File: config.mk
export PLATFORM = sky130hd
export DESIGN_NAME = datapath_pipe_flat
export DESIGN_NICKNAME = d
export VERILOG_FILES = /design/src/rtl/datapath_pipe_if.sv /design/src/rtl/datapath_pipe.sv /design/src/flat_wrapper.sv
export SDC_FILE = /design/constraint.sdc
export NUM_CORES = 1
export LEC_CHECK = 0
export BUFFER_PORTS_ARGS = -buffer_cell sky130_fd_sc_hd__buf_2
export CAP_MARGIN = 15
export CORE_UTILIZATION = 55
export DETAILED_ROUTE_END_ITERATION = 8
export MAX_ROUTING_LAYER = met4
export PLACE_DENSITY = 0.86
export SYNTH_ARGS = -nofsm -noshare
export SYNTH_HDL_FRONTEND = slang
export SYNTH_SLANG_ARGS = --single-unit
File: constraint.sdc
create_clock -name clk -period 4.86 [get_ports clk]
set_input_delay 0.243 -clock clk [delete_from_list [all_inputs] [get_ports clk]]
set_output_delay 0.243 -clock clk [all_outputs]
set_load 0.02 [all_outputs]
File: src/rtl/datapath_pipe_if.sv
// Handshake bundle between control unit, memory port and the EX/WB datapath.
// The master side drives control words and load data; the slave side is the datapath.
interface datapath_pipe_if #(
  parameter int N    = 8,
  parameter int NREG = 4
);
  localparam int AW = $clog2(NREG);
  localparam int CW = 3*AW + 10;

  logic [CW-1:0] ctrl_word;
  logic          in_valid;
  logic          in_ready;
  logic [N-1:0]  data_in;
  logic          data_in_valid;
  logic          data_in_ready;
  logic [N-1:0]  constant_in;
  logic [N-1:0]  address_out;
  logic [N-1:0]  data_out;
  logic [N-1:0]  result;
  logic          result_valid;
  logic [3:0]    state_bits;

  modport master (
    output ctrl_word, in_valid, data_in,
    output data_in_valid, constant_in,
    input  in_ready, data_in_ready,
    input  address_out, data_out,
    input  result, result_valid, state_bits
  );

  modport slave (
    input  ctrl_word, in_valid, data_in,
    input  data_in_valid, constant_in,
    output in_ready, data_in_ready,
    output address_out, data_out,
    output result, result_valid, state_bits
  );
endinterface

File: src/rtl/datapath_pipe.sv
// 2-stage EX/WB datapath: register file, ALU with carry-in, 1-bit shifter, load path.
// Define DATAPATH_FWD_EN to forward WB data into EX instead of stalling one cycle.
module datapath_pipe #(
  parameter int N    = 8,
  parameter int NREG = 4
) (
  input logic            clk,
  input logic            rst_n,
  datapath_pipe_if.slave bus
);
  localparam int AW = $clog2(NREG);

  typedef struct packed {
    logic [AW-1:0] a;
    logic [AW-1:0] b;
    logic [AW-1:0] d;
    logic          we;
    logic          mb;
    logic [3:0]    g;
    logic [1:0]    h;
    logic          mf;
    logic          md;
  } ctrl_t;

  typedef struct packed {
    logic          v;
    logic          we;
    logic [AW-1:0] d;
    logic [N-1:0]  f;
  } wb_t;

  ctrl_t        c;
  wb_t          wb;
  logic [N-1:0] rf [NREG];

  logic         fwd_a, fwd_b, hazard, accept;
  logic [N-1:0] ra, rb, y;
  logic [N-1:0] addb, alu, shf, f1, f;
  logic [N:0]   sum;
  logic [2:0]   op;
  logic         arith, cf, vf;

  assign c  = ctrl_t'(bus.ctrl_word);
  assign op = c.g[3:1];

  assign fwd_a = wb.v & wb.we & (wb.d == c.a);
  assign fwd_b = wb.v & wb.we & (wb.d == c.b);

`ifdef DATAPATH_FWD_EN
  assign ra     = fwd_a ? wb.f : rf[c.a];
  assign rb     = fwd_b ? wb.f : rf[c.b];
  assign hazard = 1'b0;
`else
  assign ra     = rf[c.a];
  assign rb     = rf[c.b];
  assign hazard = fwd_a | (c.mb & fwd_b);
`endif

  assign y = c.mb ? rb : bus.constant_in;

  assign bus.in_ready      = ~(c.md & ~bus.data_in_valid) & ~hazard;
  assign accept            = bus.in_valid & bus.in_ready;
  assign bus.data_in_ready = accept & c.md;
  assign bus.address_out   = ra;
  assign bus.data_out      = y;

  always_comb begin
    addb = '0;
    alu  = '0;
    case (op)
      3'b001:  addb = y;
      3'b010:  addb = ~y;
      default: addb = '0;
    endcase
    sum   = {1'b0, ra} + {1'b0, addb} + {{N{1'b0}}, c.g[0]};
    arith = (op == 3'b000) | (op == 3'b001) | (op == 3'b010);
    cf    = arith & sum[N];
    // overflow: both addends share a sign that the sum does not
    vf    = arith & (ra[N-1] == addb[N-1]) & (sum[N-1] != ra[N-1]);
    case (op)
      3'b011:  alu = ra & y;
      3'b100:  alu = ra | y;
      3'b101:  alu = ra ^ y;
      3'b110:  alu = ~ra;
      3'b111:  alu = y;
      default: alu = sum[N-1:0];
    endcase
  end

  always_comb begin
    shf = y;
    unique case (1'b1)
      c.h == 2'b01: shf = {y[N-2:0], 1'b0};
      c.h == 2'b10: shf = {1'b0, y[N-1:1]};
      c.h == 2'b11: shf = {y[0], y[N-1:1]};
      default:      shf = y;
    endcase
  end

  assign f1 = c.mf ? shf : alu;
  assign f  = c.md ? bus.data_in : f1;

  always_ff @(posedge clk or negedge rst_n) begin
    if (!rst_n) begin
      bus.result       <= '0;
      bus.result_valid <= 1'b0;
      bus.state_bits   <= '0;
      wb               <= '0;
      for (int i = 0; i < NREG; i++) rf[i] <= '0;
    end else begin
      bus.result_valid <= accept;
      wb.v             <= accept;
      if (accept) begin
        bus.result <= f;
        wb.we      <= c.we;
        wb.d       <= c.d;
        wb.f       <= f;
        if (!c.mf && !c.md)
          bus.state_bits <= {f == '0, f[N-1], cf, vf};
      end
      if (wb.v && wb.we) rf[wb.d] <= wb.f;
    end
  end
endmodule

File: src/flat_wrapper.sv
// flat-port wrapper written by rule: the top's interface ports become plain ports
module datapath_pipe_flat 
#(
  parameter int N    = 8,
  parameter int NREG = 4
)
  (clk, rst_n, bus_ctrl_word, bus_in_valid, bus_data_in, bus_data_in_valid, bus_constant_in, bus_in_ready, bus_data_in_ready, bus_address_out, bus_data_out, bus_result, bus_result_valid, bus_state_bits);
  datapath_pipe_if #(.N(N), .NREG(NREG)) bus_i ();
  input logic clk;
  input logic rst_n;
  input wire logic [$bits(bus_i.ctrl_word)-1:0] bus_ctrl_word;
  input wire logic [$bits(bus_i.in_valid)-1:0] bus_in_valid;
  input wire logic [$bits(bus_i.data_in)-1:0] bus_data_in;
  input wire logic [$bits(bus_i.data_in_valid)-1:0] bus_data_in_valid;
  input wire logic [$bits(bus_i.constant_in)-1:0] bus_constant_in;
  output wire logic [$bits(bus_i.in_ready)-1:0] bus_in_ready;
  output wire logic [$bits(bus_i.data_in_ready)-1:0] bus_data_in_ready;
  output wire logic [$bits(bus_i.address_out)-1:0] bus_address_out;
  output wire logic [$bits(bus_i.data_out)-1:0] bus_data_out;
  output wire logic [$bits(bus_i.result)-1:0] bus_result;
  output wire logic [$bits(bus_i.result_valid)-1:0] bus_result_valid;
  output wire logic [$bits(bus_i.state_bits)-1:0] bus_state_bits;
  assign bus_i.ctrl_word = bus_ctrl_word;
  assign bus_i.in_valid = bus_in_valid;
  assign bus_i.data_in = bus_data_in;
  assign bus_i.data_in_valid = bus_data_in_valid;
  assign bus_i.constant_in = bus_constant_in;
  assign bus_in_ready = bus_i.in_ready;
  assign bus_data_in_ready = bus_i.data_in_ready;
  assign bus_address_out = bus_i.address_out;
  assign bus_data_out = bus_i.data_out;
  assign bus_result = bus_i.result;
  assign bus_result_valid = bus_i.result_valid;
  assign bus_state_bits = bus_i.state_bits;
  datapath_pipe #(.N(N), .NREG(NREG)) u_core (.clk(clk), .rst_n(rst_n), .bus(bus_i));
endmodule
* After elaboration in Yosys (flattened, before gate mapping)
Index checks and enable logic that the tools add are counted.
** Storage, ports and cells
- Bits in registers :: 48
- Output and inout bits :: 31
- Input port bits :: 36
** Cells by class
- Bitwise gates (word level) :: 25
- Reductions and logical operators :: 8
- $lt $le $gt $ge :: 4
- $add $sub $neg :: 2
- Eq/ne operators :: 14
- Muxes and demuxes :: 15
** Operators with widths (count)
- $mux 8 :: 8
- $pmux 8 s5 :: 1
- $bmux 8 s2 :: 2
- $bwmux 32 :: 1
- $pmux 8 s3 :: 1
- $demux 8 s2 :: 1
- $not 8->8 :: 2
- $pmux 8 s2 :: 1
- $eq 3x3->1 const B :: 4
- $and 1x1->1 :: 11
- $add 8x8->9 :: 1
- $add 9x1->9 :: 1
- $ge 3x3->1 const B :: 3
- $not 2->3 :: 3
- $and 8x8->8 :: 1
- $logic_not 8->1 :: 1
- $or 8x8->8 :: 1
- $xor 8x8->8 :: 1
- $eq 3x2->1 const B :: 2
- $eq 2x2->1 :: 2
- $eq 2x2->1 const B :: 2
- $eq 3x1->1 const B :: 1
- $logic_and 1x1->1 :: 3
- $logic_not 3->1 :: 1
- other kinds (8) :: 13

* Logic depth before layout (Yosys ltp)
Gate-level depths: netlist (run 1).
- Depth in word-level cells :: 13
- Depth in mapped cells :: 15
- Mapped depth without buffers :: 13

* Worst setup path after synthesis (run 1)
Ideal clock, no wire load.
- Kind :: input-to-reg
- Start point :: in bus_ctrl_word[8]
- End point :: reg u_core.wb[7] (netlist bit)
- Data required time :: 4735 ps
- Path buffers :: 2
- Slack :: 1297 ps
- Setup time :: 125 ps
- Arrival :: 3438 ps
- Stages on the path :: 15
- Cell sequence :: buf_2 -> buf_1 -> nand2_1 -> o221ai_1 -> mux2i_1 -> or2_2 -> inv_1 -> ha_1 -> nand2b_1 -> a21oi_1 -> o31a_1 -> or4_1 -> nand3_1 -> o211ai_1 -> mux2_2
** On the way
- Longest elaborated chain between the ends :: 8
- Elaborated cells between the ends (all ways) :: 17
- Classes of those cells :: 2 x add/sub; 6 x mux; 9 x bitwise
** Ends and longest elaborated chain
- start, declared :: RTL line flat_wrapper.sv:11 : input wire logic [$bits(bus_i.ctrl_word)-1:0] bus_ctrl_word;
- $mux 8 * :: RTL line datapath_pipe.sv:59 : assign y = c.mb ? rb : bus.constant_in;
- net bus_data_out[1] :: RTL line flat_wrapper.sv:19 : output wire logic [$bits(bus_i.data_out)-1:0] bus_data_out;
- $not 8->8 :: RTL line datapath_pipe.sv:72 : 3'b010: addb = ~y;
- $pmux 8 s2 * :: RTL line datapath_pipe.sv:70 : case (op)
- $add 8x8->9 * :: RTL line datapath_pipe.sv:75 : sum = {1'b0, ra} + {1'b0, addb} + {{N{1'b0}}, c.g[0]};
- $add 9x1->9 * :: RTL line datapath_pipe.sv:75
- $pmux 8 s5 * :: RTL line datapath_pipe.sv:80 : case (op)
- $mux 8 * :: RTL line datapath_pipe.sv:100 : assign f1 = c.mf ? shf : alu;
- $mux 8 * :: RTL line datapath_pipe.sv:101 : assign f = c.md ? bus.data_in : f1;
- end, declared :: RTL line datapath_pipe.sv:33 : wb_t wb;
The timed path passes the listed nets; every way through them passes the cells marked *.
A chain may end at the register's enable or synchronous reset.

* Final worst setup path (run 1)
- Start point :: reg u_core.rf[16] (netlist bit)
- End point :: reg u_core.bus.state_bits[3]
** On the way
- Longest elaborated chain between the ends :: 12
- Elaborated cells between the ends (all ways) :: 20
- Classes of those cells :: 2 x add/sub; 12 x mux; 5 x bitwise; 1 x reduce/logical
** Ends and longest elaborated chain
- start, declared :: RTL line datapath_pipe.sv:34 : logic [N-1:0] rf [NREG];
- start signal, assigned by index :: RTL line datapath_pipe.sv:121 : if (wb.v && wb.we) rf[wb.d] <= wb.f;
- $bmux 8 s2 :: RTL line datapath_pipe.sv:55 : assign rb = rf[c.b];
- $mux 8 (implied by the code) (2 in series) :: RTL line datapath_pipe.sv:55
- $mux 8 :: RTL line datapath_pipe.sv:59
- $not 8->8 :: RTL line datapath_pipe.sv:72
- $pmux 8 s2 :: RTL line datapath_pipe.sv:70
- $add 8x8->9 :: RTL line datapath_pipe.sv:75
- $add 9x1->9 :: RTL line datapath_pipe.sv:75
- $pmux 8 s5 :: RTL line datapath_pipe.sv:80
- $mux 8 * :: RTL line datapath_pipe.sv:100
- $mux 8 * :: RTL line datapath_pipe.sv:101
- $logic_not 8->1 * :: RTL line datapath_pipe.sv:119 : bus.state_bits <= {f == '0, f[N-1], cf, vf};
- end signal, assigned :: RTL line datapath_pipe.sv:119
- end, declared :: RTL line datapath_pipe_if.sv:36 : output result, result_valid, state_bits
Every way passes the cells marked *; elsewhere a longest branch is shown, timed or not. The select of a mux whose other input is x is not followed.

==> results.sh, run 1 <==
export IMPL_status="complete, no violations"
export IMPL_final_common_cell="buf_2"
export IMPL_layout_min_cycle_time_ps=4040
export IMPL_ys_warn_count=0
export IMPL_rows=30
export IMPL_cp_slowest_cell="mux4_1"
export IMPL_cts_sinks=48
export IMPL_synth_top_cell_by_area="dfrtp_1"
export IMPL_finalSetupViolCount=0
export IMPL_die_w_um=87.1
export IMPL_finalInstanceArea_um2=4430
export IMPL_dp_hpwl_um=8270
export IMPL_dieHeight_um=87.1
export IMPL_wl_um=10600
export IMPL_fmax_mhz=247
export IMPL_multi_input_area_um2=2520
export IMPL_netlist_area_um2=3980
export IMPL_synth_async_reset_ratio=1.00
export IMPL_max_cap_violations=0
export IMPL_drc_errors=0
export IMPL_vias=3523
export IMPL_clockBufferDepth=2
export IMPL_worst_pin_slew_ps=743
export IMPL_peakVddDrop_mv=0.384
export IMPL_rsz0062_at_grt="no"
export IMPL_dpl_cell_area_um2=4310
export IMPL_cp_data_arrival_time_ps=4250
export IMPL_finalPower_mw=2.03
export IMPL_criticalPathCategory="reg -> reg"
export IMPL_overflow=0
export IMPL_cp_end_kind="register"
export IMPL_hold_viol_final=0
export IMPL_clk_pin_slew_ps=90
export IMPL_start_util=0.576
export IMPL_ff_latch_area_um2=1200
export IMPL_drive_gt1_frac=0.273
export IMPL_nets=529
export IMPL_crit_fanout=5
export IMPL_cp_data_required_time_ps=5070
export IMPL_gp_congestion=0.951
export IMPL_cts_max_level=2
export IMPL_p_per_area_nw_per_um2=457
export IMPL_synth_top_cell_area_share=0.302
export IMPL_critPathMaxStageDelay_ps=560
export IMPL_cts_buffers=5
export IMPL_coreArea_um2=6910
export IMPL_die_area_um2=7580
export IMPL_drv_slew=0
export IMPL_vias_per_cell=6.24
export IMPL_p_leak_nw=2.11
export IMPL_avgSynthCellArea_um2=9.55
export IMPL_skew_ps=8.74
export IMPL_grt_start_max_net_pins=49
export IMPL_most_common_layout_cells="66 x buf_2, 48 x dfrtp_1, 42 x nand2_1"
export IMPL_postRouteAntennaNets=0
export IMPL_synth_area_top_cells="dfrtp_1 30%, mux2_2 11%, ha_1 7.2%"
export IMPL_post_cts_resize_count=0
export IMPL_yosysSeqAreaShare=0.302
export IMPL_drt_iter0_markers=162
export IMPL_whs_ps=167
export IMPL_finalNonFillerCells=565
export IMPL_ys_ff_latch=48
export IMPL_finalSetupTns_ps=0
export IMPL_slew_headroom=0.490
export IMPL_clock_root_buffer="clkbuf_8"
export IMPL_fillers=592
export IMPL_num_io_pins=67
export IMPL_place_inst=555
export IMPL_post_place_ws_ps=591
export IMPL_drt_wirelength_per_cell_um=18.8
export IMPL_portBuffers=66
export IMPL_antenna_found_initial=0
export IMPL_firstDrtPassIters=5
export IMPL_ys_flop_type="dfrtp_1"
export IMPL_worst_slack_ps=818
export IMPL_start_kind="register"
export IMPL_antennaDiodeCount=0
export IMPL_yosysUniqueCellTypes=59
export IMPL_syn_nets=478
export IMPL_min_path_type="in -> reg"
export IMPL_synthToLayoutAreaGrowth_pct=11.3
export IMPL_cts_tree="built"
export IMPL_grt_total_usage=0.304
export IMPL_period_share=0.832
export IMPL_cp_cell_sequence="mux4_1 > mux2i_1 > mux2_2 > nand2_1 > fa_1 > fa_1 > nand2_1 > o2111a_1 > a2111oi_0 > nand4_1 > o41ai_2"
export IMPL_clock_latency_ps=300
export IMPL_final_util=0.642
export IMPL_grt_pass1_vias=3430
export IMPL_synthCells=417
export IMPL_synth_edf_count=0
export IMPL_grt_pass1_wl_um=17000
==> sequential cells by signal (all words and copies together), names as in the netlist <==
register and count:
u_core.rf 32, u_core.wb 11, u_core.bus.state_bits 4, u_core.bus.result_valid 1
==> cell families (layout without fill, tap and decap cells) <==
logic type / count (synthesis) / in the layout / synth area share
AOI/OAI and AO/OA: 90 / 90 / 0.153
and+or+nand+nor: 116 / 116 / 0.139
xor gates and xnor gates: 8 / 8 / 0.0176
buffers and inverters: 56 / 108 / 0.0650
adders and majority gates: 25 / 25 / 0.0823
muxes: 74 / 74 / 0.241
DFF: 48 / 48 / 0.302
==> area by class of cell <==
type | instances | area share
multi-input combinational | 313 | 0.569
inverter | 28 | 0.0237
clock inverter | 1 | 0.00169
timing repair buffer | 72 | 0.0881
sequential | 48 | 0.271
tap | 96 | 0.0271
clock buffer | 7 | 0.0195
==> timing repair <==
item | 4_1_cts | 5_1_grt
hold endpoints to repair | 0 | 5
endpoints found under the setup margin | 0 | 0
hold buffers | 0 | 1
setup buffers | 0 | 0
==> power by group <==
group	switching, mW	leakage [nW]	internal, mW
clock	0.133	0.0445	0.116
sequential	0.134	0.597	0.556
combinational	0.606	1.47	0.483
==> synth_stat cells (3+ instances only) <==
master	number
nor2_1	26
o31ai_1	4
a21oi_1	22
nand2b_1	10
o22ai_1	8
buf_4	8
mux4_1	7
dfrtp_1	48
nand3_1	8
clkbuf_1	14
nor3_1	4
nand3b_1	4
a22oi_1	4
o21ai_0	20
mux2i_1	23
o221ai_1	6
mux2_2	39
ha_1	23
a31oi_1	3
nor3b_1	4
xnor2_1	7
nand2_1	42
nor2b_1	10
nand4_1	3
inv_1	26
mux4_2	3
==> worst max-delay path: cells and delay by family, from the launching register on <==
kind | cells | cell delay [ps]
and+or+nand+nor | 3 | 380
adders and majority gates | 2 | 890
DFF | 1 | 390
AOI/OAI and AO/OA | 3 | 1060
muxes | 3 | 1240
==> path summary, 6_finish.rpt <==
| check | startpoint | end | depth (start not counted) | slack (ps) |
|---|---|---|---|---|
| max | u_core.rf[16] | u_core.bus.state_bits[3] | 11 | 820 |
| min | bus_ctrl_word[11] | u_core.wb[9] | 2 | 170 |
| max reg2reg | u_core.rf[16] | u_core.bus.state_bits[3] | 11 | 820 |
| min reg2reg | u_core.bus.state_bits[0] | u_core.bus.state_bits[0] | 2 | 480 |
| max in group asynchronous | rst_n | u_core.rf[18] | 3 | 4100 |
| min in group asynchronous | rst_n | u_core.rf[7] | 2 | 300 |
==> routing by layer <==
layer / GRT usage / up-vias / part of all wire
met5: - / - / 0
met4: 0.0985 / 0 / 0.018
met3: 0.0427 / 23 / 0.059
met2: 0.497 / 160 / 0.49
met1: 0.390 / 1718 / 0.43
li1: - / 1622 / -
No activity file was read; power rests on OpenSTA's default activity.
==> run 2, diff against run 1 <==
CORE_UTILIZATION = 52   (was 55)
clock period = 3.6 ns   (was 4.86 ns; I/O delays follow)
==> run 2 against run 1 <==
Against the previous run:
- power up 43%
- global-route usage up 0.83 points
- first-iteration DRC count up 30%
- highest routed layer unchanged
==> results.sh, run 2 (synthesis results as in run 1) <==
export IMPL_status="complete, no violations"
export IMPL_worst_pin_slew_ps=555
export IMPL_drive_gt1_frac=0.316
export IMPL_regMostFlops="u_core.rf"
export IMPL_cp_data_required_time_ps=3810
export IMPL_dpl_cell_area_um2=4420
export IMPL_overflow=0
export IMPL_start_kind="register"
export IMPL_portBuffers=66
export IMPL_r2r_end="u_core.wb[7]"
export IMPL_clock_latency_ps=320
export IMPL_dp_hpwl_um=8590
export IMPL_cp_end_kind="register"
export IMPL_critPathTopFamily="multiplexers"
export IMPL_cp_cell_sequence="mux4_2 > mux2i_4 > mux2_2 > nand2_1 > fa_2 > nand2b_1 > a21oi_1 > o31a_1 > or4_1 > nand3_1 > o211ai_1 > mux2_2"
export IMPL_ff2ff_setup_slack_ps=170
export IMPL_postRouteAntennaNets=0
export IMPL_cts_tree="built"
export IMPL_grt_busiest_layer="met2"
export IMPL_firstDrtPassIters=5
export IMPL_clockBufferDepth=2
export IMPL_hold_path_cell_count=2
export IMPL_start_util=0.543
export IMPL_layout_min_cycle_time_ps=3430
export IMPL_cp_slowest_cell="mux4_2"
export IMPL_p_per_area_nw_per_um2=627
export IMPL_clock_root_buffer="clkbuf_8"
export IMPL_drt_wirelength_per_cell_um=19.5
export IMPL_nets=547
export IMPL_most_common_layout_cells="66 x buf_2, 48 x dfrtp_1, 42 x nand2_1"
export IMPL_rows=31
export IMPL_finalSetupViolCount=0
export IMPL_hold_viol_final=0
export IMPL_place_inst=573
export IMPL_fillers=592
export IMPL_grtUsageMet1=0.400
export IMPL_finalNonFillerCells=586
export IMPL_worst_slack_ps=169
export IMPL_dieHeight_um=89.5
export IMPL_cts_sinks=48
export IMPL_p_leak_nw=2.21
export IMPL_hold_start="bus_ctrl_word[9]"
export IMPL_synthToLayoutAreaGrowth_pct=16.0
export IMPL_grt_pass1_vias=3508
export IMPL_min_path_type="in -> reg"
export IMPL_coreArea_um2=7330
export IMPL_cpMostUsedCell="mux2_2"
export IMPL_slew_headroom=0.629
export IMPL_die_area_um2=8010
export IMPL_wl_um=11400
export IMPL_hold_end="u_core.wb[10]"
export IMPL_vias_per_cell=6.17
export IMPL_largest_reg_flops=32
export IMPL_drc_errors=0
export IMPL_reg_largest_list="u_core.rf x32, u_core.wb x11, u_core.bus.state_bits x4"
export IMPL_num_io_pins=67
export IMPL_grt_start_max_net_pins=49
export IMPL_die_w_um=89.5
export IMPL_grt_total_usage=0.312
export IMPL_use_met3=0.0434
export IMPL_post_place_ws_ps=-26.3
export IMPL_final_common_cell="buf_2"
export IMPL_antennaDiodeCount=0
export IMPL_cp_data_arrival_time_ps=3640
export IMPL_cts_buffers=5
export IMPL_rr_startpoint="u_core.rf[0]"
export IMPL_cts_max_level=2
export IMPL_criticalPathCategory="reg -> reg"
export IMPL_critPathMaxStageDelay_ps=530
export IMPL_drt_iter0_markers=210
export IMPL_period_share=0.953
export IMPL_peakVddDrop_mv=0.442
export IMPL_max_cap_violations=0
export IMPL_grt_pass1_wl_um=17800
export IMPL_gp_congestion=0.989
export IMPL_fmax_mhz=291
export IMPL_drv_slew=0
export IMPL_finalInstanceArea_um2=4620
export IMPL_clk_pin_slew_ps=90
export IMPL_vias=3617
export IMPL_antenna_found_initial=0
export IMPL_finalPower_mw=2.90
export IMPL_crit_buf_inv=0
export IMPL_crit_fanout=3
export IMPL_skew_ps=12.6
export IMPL_worstRegToRegCells=12
export IMPL_grtUsageMet2=0.521
[run 2: worst max-delay path by stage]
| stage | startpoint | end | slack, ps | depth (start not counted) |
|---|---|---|---|---|
| floorplan | u_core.rf[16] | u_core.bus.state_bits[3] | 90 | 13 |
| global placement | u_core.rf[16] | u_core.bus.state_bits[3] | 60 | 13 |
| detailed placement | u_core.rf[16] | u_core.bus.state_bits[3] | -30 | 13 |
| CTS | u_core.rf[0] | u_core.bus.state_bits[3] | 10 | 13 |
| global route | u_core.rf[0] | u_core.bus.state_bits[3] | -10 | 13 |
| finish | u_core.rf[0] | u_core.wb[7] | 170 | 12 |
[run 2: power by group]
group / switching (mW) / internal, mW
clock: 0.187 / 0.205
sequential: 0.188 / 0.750
combinational: 0.856 / 0.710
[run 2: repair_timing]
item / 4_1_cts / 5_1_grt
setup endpoints to repair: 1 / 3
setup buffers: 1 / 2
gates resized for setup: 2 / 7
hold buffers: 0 / 1
hold endpoints to repair: 0 / 16
cloned: 0 / 0
pin swaps: 1 / 2
[run 2: cell type report]
type	count	area (µm²)	area share
well taps	99	124	0.0268
flip-flops and latches	48	1200	0.260
clock buffers	5	68.8	0.0149
clock inverters	3	42.5	0.00921
inverters	28	105	0.0228
multi-input cells	313	2550	0.552
repair buffers	90	526	0.114
[run 2: layer usage]
| metal | vias up | share of wire | wire, µm |
|---|---|---|---|
| li1 | 1653 | - | - |
| met2 | 183 | 0.50 | 5720 |
| met4 | 0 | 0.015 | 171 |
| met5 | - | 0 | 0 |
| met3 | 21 | 0.078 | 886 |
| met1 | 1760 | 0.41 | 4630 |
[run 2: stage by stage]
| step | hold WS, ps | TNS (ps) | utilization |
|---|---|---|---|
| floorplan | -116 | 0 | - |
| global placement | 402 | 0 | 0.604 |
| detailed placement | 407 | -26.3 | 0.604 |
| CTS | 60.8 | 0 | 0.620 |
| global route | 85.1 | -14.2 | 0.630 |
| finish | 99.2 | 0 | 0.630 |
==> run 3, diff against run 2 <==
ABC_AREA = 1   (was default)
PLACE_DENSITY = 0.85   (was 0.86)
==> run 3 against run 2 <==
Against the previous run:
- combinational power down 33%
- count of clock-buffer cells in the layout rose by 1
- utilization down 3.5 points
- synthesized cell count is 58% higher
- clock power shrank 15%
- sequential power fell by 5.1%
- via count rose by 22%
- hold slack worse by 36 ps
- critical path type unchanged
- critical endpoint is now u_core.bus.state_bits[3]
==> results.sh, run 3 <==
export IMPL_start_kind="register"
export IMPL_yosysUniqueCellTypes=35
export IMPL_synth_top_cell_by_area="dfrtp_1"
export IMPL_p_switching_mw=1.04
export IMPL_vias_per_cell=5.46
export IMPL_yosys_top_cells_count="232 x nand2_1, 83 x inv_1, 70 x nand3_1"
export IMPL_crit_buf_inv=2
export IMPL_coreArea_um2=7810
export IMPL_cts_buffers=5
export IMPL_synth_most_common_cell="nand2_1"
export IMPL_drv_slew=0
export IMPL_layout_min_cycle_time_ps=3000
export IMPL_synth_edf_count=0
export IMPL_clockBufferDepth=2
export IMPL_firstDrtPassIters=5
export IMPL_grt_total_usage=0.305
export IMPL_wl_um=12200
export IMPL_ys_flop_type="dfrtp_1"
export IMPL_critPathTopFamily="simple AND/OR/NAND/NOR gates"
export IMPL_period_share=0.834
export IMPL_portBuffers=66
export IMPL_start_util=0.546
export IMPL_drive_gt1_frac=0.171
export IMPL_finalPower_mw=2.27
export IMPL_clk_pin_slew_ps=100
export IMPL_ys_ff_latch=48
export IMPL_num_io_pins=67
export IMPL_cts_sinks=48
export IMPL_skew_ps=9.46
export IMPL_dieHeight_um=92.5
export IMPL_cp_data_arrival_time_ps=3210
export IMPL_rsz0062_at_grt="no"
export IMPL_clock_latency_ps=320
export IMPL_post_place_ws_ps=492
export IMPL_die_w_um=92.5
export IMPL_p_leak_nw=2.54
export IMPL_final_util=0.595
export IMPL_postRouteAntennaNets=0
export IMPL_synthToLayoutAreaGrowth_pct=9.02
export IMPL_critPathMaxStageDelay_ps=440
export IMPL_drt_wirelength_per_cell_um=15.0
export IMPL_finalNonFillerCells=810
export IMPL_hold_viol_final=0
export IMPL_cp_slowest_cell="fa_1"
export IMPL_combPwrFrac=0.462
export IMPL_avgSynthCellArea_um2=6.46
export IMPL_grt_pass1_vias=4009
export IMPL_synth_top_cell_area_share=0.282
export IMPL_netSwitchingFraction=0.458
export IMPL_final_common_cell="nand2_1"
export IMPL_min_path_type="in -> reg"
export IMPL_cp_end_kind="register"
export IMPL_place_inst=800
export IMPL_grt_start_max_net_pins=49
export IMPL_cts_max_level=2
export IMPL_reg_largest_list="u_core.rf x32, u_core.wb x11, u_core.bus.state_bits x4"
export IMPL_synth_area_top_cells="dfrtp_1 28%, nand2_1 20%, nand3_1 8.2%"
export IMPL_fmax_mhz=333
export IMPL_cpMostUsedCell="nand2_1"
export IMPL_gp_congestion=0.972
export IMPL_vias=4426
export IMPL_antenna_found_initial=0
export IMPL_clockPowerShare=0.147
export IMPL_most_common_layout_cells="232 x nand2_1, 83 x inv_1, 70 x nand3_1"
export IMPL_synthCells=659
export IMPL_max_cap_violations=0
export IMPL_finalSetupTns_ps=0
export IMPL_status="complete, no violations"
export IMPL_worst_slack_ps=598
export IMPL_regMostFlops="u_core.rf"
export IMPL_netlist_area_um2=4260
export IMPL_slew_headroom=0.508
export IMPL_grt_pass1_wl_um=19900
export IMPL_cp_cell_sequence="inv_1 > nand2_1 > nand3_1 > nand3_2 > nand2_1 > o21ai_0 > fa_1 > fa_1 > inv_1 > nand4_1 > nand3_1 > nand2_1 > nand3_1 > nand3_1 > nand2_1 > nand2_1 > nand2_1 > nor2_1 > nand3_1 > nand2_1"
export IMPL_antennaDiodeCount=0
export IMPL_rows=32
export IMPL_p_per_area_nw_per_um2=489
export IMPL_finalSetupViolCount=0
export IMPL_nets=768
export IMPL_crit_fanout=5
export IMPL_syn_nets=720
export IMPL_yosysSeqAreaShare=0.282
export IMPL_worst_pin_slew_ps=735
export IMPL_drt_iter0_markers=439
export IMPL_die_area_um2=8560
export IMPL_internal_power_mw=1.23
export IMPL_cts_tree="built"
export IMPL_seqPwrFrac=0.391
export IMPL_cp_data_required_time_ps=3810
export IMPL_peakVddDrop_mv=0.265
export IMPL_synth_async_reset_ratio=1.00
export IMPL_overflow=0
export IMPL_clock_root_buffer="clkbuf_8"
export IMPL_drc_errors=0
export IMPL_dp_hpwl_um=9270
export IMPL_ys_warn_count=0
export IMPL_largest_reg_flops=32
export IMPL_criticalPathCategory="reg -> reg"
==> run 3: changes by cell type in the layout (fill, tap and decap cells not counted), sizes merged, moves of 8 or more <==
cell,change
mux4,-10
nand2b,-10
nand3,+70
inv,+64
buf,-19
a21oi,-10
nor2b,-10
or2,+14
mux2,-40
mux2i,-24
o22ai,-8
nand2,+196
o21ai,+43
==> run 3: through the flow <==
step | hold slack, ps | instance area [µm²]
2_1_floorplan | -116 | 4260
3_3_place_gp | 374 | 4530
3_5_place_dp | 385 | 4530
4_1_cts | 59.7 | 4610
5_1_grt | 61.6 | 4640
6_report | 63.3 | 4640
==> run 3: final cells by class <==
cell class | instances | area (µm²)
fill | 751 | 3160
multi-input combinational | 490 | 2500
sequential | 48 | 1200
timing repair buffer | 71 | 383
inverter | 91 | 342
tap | 102 | 128
clock buffer | 6 | 72.6
clock inverter | 2 | 16.3
==> run 3: routing by layer <==
metal  vias to the layer above  track usage  share of wire  wire length, µm
met5                         -            -              0                0
met4                         0       0.0951          0.027              323
met3                        29       0.0345          0.089             1080
met2                       245        0.470           0.45             5440
met1                      1988        0.421           0.44             5300
li1                       2164            -              -                -
==> run 3: cell families (layout without fill, tap and decap cells) <==
logic type	Yosys count	after routing	synth area share
and+or+nand+nor	380	380	0.399
buffers and inverters	121	170	0.131
AOI/OAI and AO/OA	83	83	0.108
DFF	48	48	0.282
adders and majority gates	25	25	0.0769
xor gates and xnor gates	2	2	0.00411
==> run 3: worst register-to-register path, cell delays in order, from the launching register on <==
cell and delay (ps):
dfrtp_1 400, inv_1 70, nand2_1 50, nand3_1 90, nand3_2 130, nand2_1 180, o21ai_0 140, fa_1 440
fa_1 370, inv_1 110, nand4_1 150, nand3_1 130, nand2_1 60, nand3_1 70, nand3_1 70, nand2_1 90
nand2_1 50, nand2_1 100, nor2_1 60, nand3_1 80, nand2_1 50
==> run 3: path summary, 6_finish.rpt <==
path / startpoint / slack, ps / cells after the start / to
min in group asynchronous: rst_n / 380 / 2 / u_core.rf[19]
hold reg to reg: u_core.wb[10] / 500 / 2 / u_core.wb[10]
hold / removal: bus_ctrl_word[9] / 60 / 3 / u_core.wb[10]
setup / recovery: u_core.rf[0] / 600 / 20 / u_core.bus.state_bits[3]
setup reg to reg: u_core.rf[0] / 600 / 20 / u_core.bus.state_bits[3]
max in group asynchronous: rst_n / 2680 / 3 / u_core.rf[2]
==> run 3: power groups by stage <==
stage | sequential [mW] | combinational (mW) | clock [mW]
5_1_grt | 0.906 | 1.19 | 0.359
2_1_floorplan | 0.849 | 0.792 | 0
6_report | 0.890 | 1.05 | 0.334
3_5_place_dp | 0.884 | 1.04 | 0
3_3_place_gp | 0.882 | 1.00 | 0
4_1_cts | 0.881 | 1.04 | 0.337
==> run 3: repair_timing <==
item                                   CTS  global route
hold buffers                             0             1
setup endpoints to repair                0             0
resized for setup                        0             0
endpoints found under the hold margin    0            23
setup buffers                            0             0
